$ cat src/rtl/spi_serf_if.sv
// spi_serf_if: SPI pins plus the response/receive word handshake of the SPI serf
interface spi_serf_if #(parameter int DATA_W = 16);
  logic              ss_n;
  logic              sclk;
  logic              mosi;
  logic              miso;
  logic [DATA_W-1:0] tx_data;
  logic [DATA_W-1:0] rx_data;
  logic              rx_rdy;
  logic              frm_err;
  logic              busy;
  modport master (output ss_n, sclk, mosi, tx_data, input miso, rx_data, rx_rdy, frm_err, busy);
  modport slave  (input ss_n, sclk, mosi, tx_data, output miso, rx_data, rx_rdy, frm_err, busy);
endinterface

$ cat src/rtl/spi_serf.sv
// spi_serf: mode-3 SPI responder, one DATA_W-bit word per frame; SPI_SERF_TRISTATE_EN releases MISO while deselected
module spi_serf #(
  parameter int DATA_W      = 16,
  parameter int SYNC_STAGES = 2
) (
  input  logic           clk,
  input  logic           rst_n,
  spi_serf_if.slave      bus
);
  localparam int CW = $clog2(DATA_W) + 1;
  localparam logic [CW-1:0] FULL = CW'(DATA_W);
  localparam logic [CW-1:0] LAST = CW'(DATA_W - 1);
  typedef enum logic {IDLE, ACTIVE} state_t;
  state_t              state, state_nx;
  logic [SYNC_STAGES:0]   ss_sy, sclk_sy;
  logic [SYNC_STAGES-1:0] mosi_sy;
  logic [DATA_W-1:0]   tx_shft, rx_shft, rx_nx;
  logic [CW-1:0]       bit_cnt;
  logic                armed;
  logic                ss_fall, ss_rise, sclk_rise, sclk_fall, mosi_s, room;
  assign ss_fall   = ss_sy[SYNC_STAGES] & ~ss_sy[SYNC_STAGES-1];
  assign ss_rise   = ~ss_sy[SYNC_STAGES] & ss_sy[SYNC_STAGES-1];
  assign sclk_fall = sclk_sy[SYNC_STAGES] & ~sclk_sy[SYNC_STAGES-1];
  assign sclk_rise = ~sclk_sy[SYNC_STAGES] & sclk_sy[SYNC_STAGES-1];
  assign mosi_s    = mosi_sy[SYNC_STAGES-1];
  assign room      = bit_cnt < FULL;
  assign rx_nx     = {rx_shft[DATA_W-2:0], mosi_s};
`ifdef SPI_SERF_TRISTATE_EN
  assign bus.miso = bus.ss_n ? 1'bz : tx_shft[DATA_W-1];
`else
  assign bus.miso = tx_shft[DATA_W-1];
`endif
  // synchronizers; the extra top stage holds the previous value for edge detection
  always_ff @(posedge clk or negedge rst_n)
    if (!rst_n) begin
      ss_sy   <= '1;
      sclk_sy <= '1;
      mosi_sy <= '0;
    end else begin
      ss_sy   <= {ss_sy[SYNC_STAGES-1:0], bus.ss_n};
      sclk_sy <= {sclk_sy[SYNC_STAGES-1:0], bus.sclk};
      mosi_sy <= {mosi_sy[SYNC_STAGES-2:0], bus.mosi};
    end
  // state register
  always_ff @(posedge clk or negedge rst_n)
    if (!rst_n) state <= IDLE;
    else        state <= state_nx;
  // next state: select fall opens a frame, select rise closes it
  always_comb
    state_nx = (state == IDLE) ? (ss_fall ? ACTIVE : IDLE) : (ss_rise ? IDLE : ACTIVE);
  // outputs decoded from state
  always_comb
    bus.busy = (state == ACTIVE);
  // frame datapath; a select rise takes priority over any same-cycle clock edge
  always_ff @(posedge clk or negedge rst_n)
    if (!rst_n) begin
      tx_shft     <= '0;
      rx_shft     <= '0;
      bit_cnt     <= '0;
      armed       <= 1'b0;
      bus.rx_data <= '0;
      bus.rx_rdy  <= 1'b0;
      bus.frm_err <= 1'b0;
    end else begin
      bus.rx_rdy  <= 1'b0;
      bus.frm_err <= 1'b0;
      if (state == IDLE) begin
        if (ss_fall) begin
          tx_shft <= bus.tx_data;
          rx_shft <= '0;
          bit_cnt <= '0;
          armed   <= 1'b0;
        end
      end else if (ss_rise) begin
        bus.frm_err <= (bit_cnt != FULL);
      end else if (sclk_rise && room) begin
        rx_shft <= rx_nx;
        bit_cnt <= bit_cnt + 1'b1;
        armed   <= 1'b1;
        if (bit_cnt == LAST) begin
          bus.rx_data <= rx_nx;
          bus.rx_rdy  <= 1'b1;
        end
      end else if (sclk_fall && armed && room) begin
        tx_shft <= {tx_shft[DATA_W-2:0], 1'b0};
      end
    end
endmodule

$ cat src/flat_wrapper.sv
// flat-port wrapper written by rule: the top's interface ports become plain ports
module spi_serf_flat 
#(
  parameter int DATA_W      = 16,
  parameter int SYNC_STAGES = 2
)
  (clk, rst_n, bus_ss_n, bus_sclk, bus_mosi, bus_tx_data, bus_miso, bus_rx_data, bus_rx_rdy, bus_frm_err, bus_busy);
  spi_serf_if #(.DATA_W(DATA_W)) bus_i ();
  input  logic clk;
  input  logic rst_n;
  input wire logic [$bits(bus_i.ss_n)-1:0] bus_ss_n;
  input wire logic [$bits(bus_i.sclk)-1:0] bus_sclk;
  input wire logic [$bits(bus_i.mosi)-1:0] bus_mosi;
  input wire logic [$bits(bus_i.tx_data)-1:0] bus_tx_data;
  output wire logic [$bits(bus_i.miso)-1:0] bus_miso;
  output wire logic [$bits(bus_i.rx_data)-1:0] bus_rx_data;
  output wire logic [$bits(bus_i.rx_rdy)-1:0] bus_rx_rdy;
  output wire logic [$bits(bus_i.frm_err)-1:0] bus_frm_err;
  output wire logic [$bits(bus_i.busy)-1:0] bus_busy;
  assign bus_i.ss_n = bus_ss_n;
  assign bus_i.sclk = bus_sclk;
  assign bus_i.mosi = bus_mosi;
  assign bus_i.tx_data = bus_tx_data;
  assign bus_miso = bus_i.miso;
  assign bus_rx_data = bus_i.rx_data;
  assign bus_rx_rdy = bus_i.rx_rdy;
  assign bus_frm_err = bus_i.frm_err;
  assign bus_busy = bus_i.busy;
  spi_serf #(.DATA_W(DATA_W), .SYNC_STAGES(SYNC_STAGES)) u_core (.clk(clk), .rst_n(rst_n), .bus(bus_i));
endmodule
$ cat config.mk
export PLATFORM = sky130hd
export DESIGN_NAME = spi_serf_flat
export DESIGN_NICKNAME = d
export VERILOG_FILES = /design/src/rtl/spi_serf_if.sv /design/src/rtl/spi_serf.sv /design/src/flat_wrapper.sv
export SDC_FILE = /design/constraint.sdc
export NUM_CORES = 1
export LEC_CHECK = 0
export CAP_MARGIN = 20
export CORE_UTILIZATION = 25
export DETAILED_ROUTE_END_ITERATION = 7
export GPL_ROUTABILITY_DRIVEN = 1
export PLACE_DENSITY = 0.46
export SLEW_MARGIN = 15
export SYNTH_ARGS = -nofsm -noshare
export SYNTH_HDL_FRONTEND = slang
export SYNTH_SLANG_ARGS = --single-unit
$ cat constraint.sdc
create_clock -name clk -period 4.6 [get_ports clk]
set_input_delay 0.92 -clock clk [delete_from_list [all_inputs] [get_ports clk]]
set_output_delay 0.92 -clock clk [all_outputs]
set_load 0.01 [all_outputs]
==> flow_summary.yaml <==
outcome:
  status: "finished clean"
logic_synthesis:
  synth_enable_flop_cells: 0
  synth_warnings: 0
  synthesis.area_per_instance_um2: 13.7
  post_synth_instance_area_mm2: 0.00259
  synth_flop_cell: "dfrtp_1"
  synth_sequential_area_ratio: 0.620
  synth_seq_cells: 64
  synth.lib_cells_used.distinct: 31
  post_synth_inst_count: 189
  synth_nets: 213
  async_flop_share: 1.00
clock_network:
  clkTransAtPathRegs_ns: 0.07
  clk_latency_ns: 0.34
  cts_made_buffers: 9
  cts_hold_buffers: 0
  ctsHtreeMaxLevel: 3
  clock_sink_count: 64
  cts_setup_buffers: 0
  clk_path_buf_depth: 2
  clk_root_buf: "clkbuf_8"
  postCtsResizedCells: 0
  cts_tree: "yes"
pwr:
  cellLeakagePower_nw: 1.54
  power_per_cell_area_mw_per_mm2: 422
  power.total_w: 0.00140
  irDropWorstVdd_uv: 216
final_layout:
  drive_above_1_share: 0.192
  antenna_cells: 0
  fin_cells: 367
  nNetsFinal: 253
  layout_common_cells: "58 x dfrtp_1, 39 x clkdlybuf4s50_1, 17 x a22o_1"
  finalInstanceArea_mm2: 0.00332
  mostFrequentLayoutCell: "dfrtp_1"
  synthToLayoutAreaGrowth_pct: 28.0
drt:
  detail_route.wirelength_um: 4650
  drt_first_pass_iters: 4
  detailroute.via_count: 1585
  detail_route.drc_violations: 0
  routed_wire_length_per_instance_um: 12.7
  route.antenna.remaining_nets: 0
  drt-initial-drc-count: 39
  vias_per_cell: 4.32
worst_setup_path:
  launching_instance_or_port_of_the_critical_path: "u_core.bus.busy"
  setup.reg_to_reg.worst_slack_ns: 2.31
  worst_path_max_fanout: 12
  critical_path_required_ns: 3.68
  worstPathArrival_ns: 1.76
  capture_instance_of_the_worst_register_to_register_path: "u_core.bus.rx_data[5]"
  timing.rr.start: "u_core.ss_sy[2]"
  worst-setup-path-type: "register to primary output"
  startpoint_type: "register"
  worst_setup_ep_type: "primary output"
  r2r_cells: 4
  cp-endpoint: "bus_busy"
floorplan:
  floorplan.core_area_mm2: 0.00991
  die_area_mm2: 0.0108
  die-width_um: 104
  io-pin-count: 41
  rows: 36
  initial_core_util: 0.262
  floorplan.die.height_um: 104
timing:
  setup-violations-final: 0
  finalClockSkew_ns: 0.00605
  rsz_0062_raised_after_global_routing: "false"
  slew_headroom: 0.326
  layout_worst_path_cycle_share: 0.582
  slew_viol_final: 0
  hold_viol_final: 0
  max_freq_mhz: 374
  worst-slew-pin-transition_ns: 1.01
  finalWorstPathRequiredPeriod_ns: 2.68
  fin_setup_tns_ns: 0
global_route:
  grt_max_degree: 53
  grt-ovfl-total: 0
  grt_pass1_wl_um: 8020
  grt_usage: 0.0938
  grt_pass1_vias: 1651
  grt_antenna_before_repair: 0
place:
  finalWeightedCongestion: 0.699
  port-buffer-count: 40
  dpl.hpwl_um: 2960
  number_of_placed_cells_counting_well_taps: 351
  placedInstanceArea_mm2: 0.00310
worst_hold_path:
  timing.hold.worst.class: "register to register"
run:
  max_cap_viol_count: 0
[worst max-delay path, cell delays in order (launching register included)]
cell and delay (ns):
dfrtp_1 0.54, buf_4 0.31, clkdlybuf4s50_1 0.58
[synthesized netlist by cell type, drive strengths merged, types with 2 or more instances]
cell / count / area [µm²]
a22o: 17 / 149
dfstp: 6 / 158
a21oi: 15 / 75.1
nor2: 3 / 18.8
buf: 8 / 52.5
mux2i: 15 / 150
nor3: 2 / 10.0
nand2: 4 / 22.5
dfrtp: 58 / 1450
inv: 7 / 26.3
a31oi: 15 / 93.8
clkbuf: 5 / 18.8
nand2b: 2 / 12.5
a21o: 2 / 15.0
mux2: 18 / 236
ha: 3 / 37.5
[area by class of cell]
class / count / area (µm²)
well taps: 133 / 166
inverters: 7 / 26.3
fillers: 1026 / 6590
multi-input cells: 105 / 887
clock inverters: 6 / 82.6
repair buffers: 42 / 410
clock buffers: 10 / 138
flip-flops and latches: 64 / 1610
[routing by layer]
| layer | share of wire | vias up | track usage |
|---|---|---|---|
| met5 | 0 | - | 0 |
| met4 | 0.011 | 0 | 0.0306 |
| met3 | 0.062 | 7 | 0.0464 |
| li1 | - | 767 | - |
| met1 | 0.48 | 761 | 0.116 |
| met2 | 0.44 | 50 | 0.142 |
[where the power goes]
part           total [W]  switching (W)  internal (W)
clock network   0.000530       0.000214      0.000317
logic           0.000184      0.0000924     0.0000920
registers       0.000684      0.0000478      0.000637
total            0.00140       0.000354       0.00105
[how the worst min path moves through the flow]
stage,from,endpoint,slack (ns),depth (start not counted)
3_5_place_dp,u_core.mosi_sy[0],u_core.mosi_sy[1],0.35,0
4_1_cts,u_core.sclk_sy[0],u_core.sclk_sy[1],0.36,0
5_1_grt,u_core.ss_sy[0],u_core.ss_sy[1],0.36,0
3_3_place_gp,u_core.mosi_sy[0],u_core.mosi_sy[1],0.34,0
6_report,u_core.sclk_sy[0],u_core.sclk_sy[1],0.36,0
2_1_floorplan,u_core.mosi_sy[0],u_core.mosi_sy[1],0.33,0
[kinds of logic (layout without fill, tap and decap cells)]
| kind of cell | Yosys count | in the layout | share of synthesized area |
|---|---|---|---|
| compound gates | 52 | 52 | 0.138 |
| fa+ha+maj | 3 | 3 | 0.0145 |
| flops | 64 | 64 | 0.620 |
| xor+xnor | 1 | 1 | 0.00338 |
| simple gates | 16 | 16 | 0.0371 |
| buf+inv | 20 | 65 | 0.0376 |
| mux | 33 | 33 | 0.149 |
[flip-flops by register name, indices dropped and copies added (netlist names)]
signal              count
u_core.bus.rx_rdy       1
u_core.bus.busy         1
u_core.sclk_sy          3
u_core.bus.rx_data     16
u_core.bus.frm_err      1
u_core.tx_shft         16
u_core.ss_sy            3
u_core.bit_cnt          5
u_core.mosi_sy          2
u_core.rx_shft         15
u_core.armed            1
[through the flow]
| stage | hold slack (ns) | util | worst slack [ns] |
|---|---|---|---|
| floorplan | 0.331 | - | 2.94 |
| global placement | 0.339 | 0.313 | 2.28 |
| detailed placement | 0.346 | 0.313 | 2.28 |
| CTS | 0.358 | 0.335 | 1.89 |
| global route | 0.361 | 0.335 | 1.82 |
| finish | 0.356 | 0.335 | 1.92 |
Note: power is estimated with default switching activity, not from simulation.
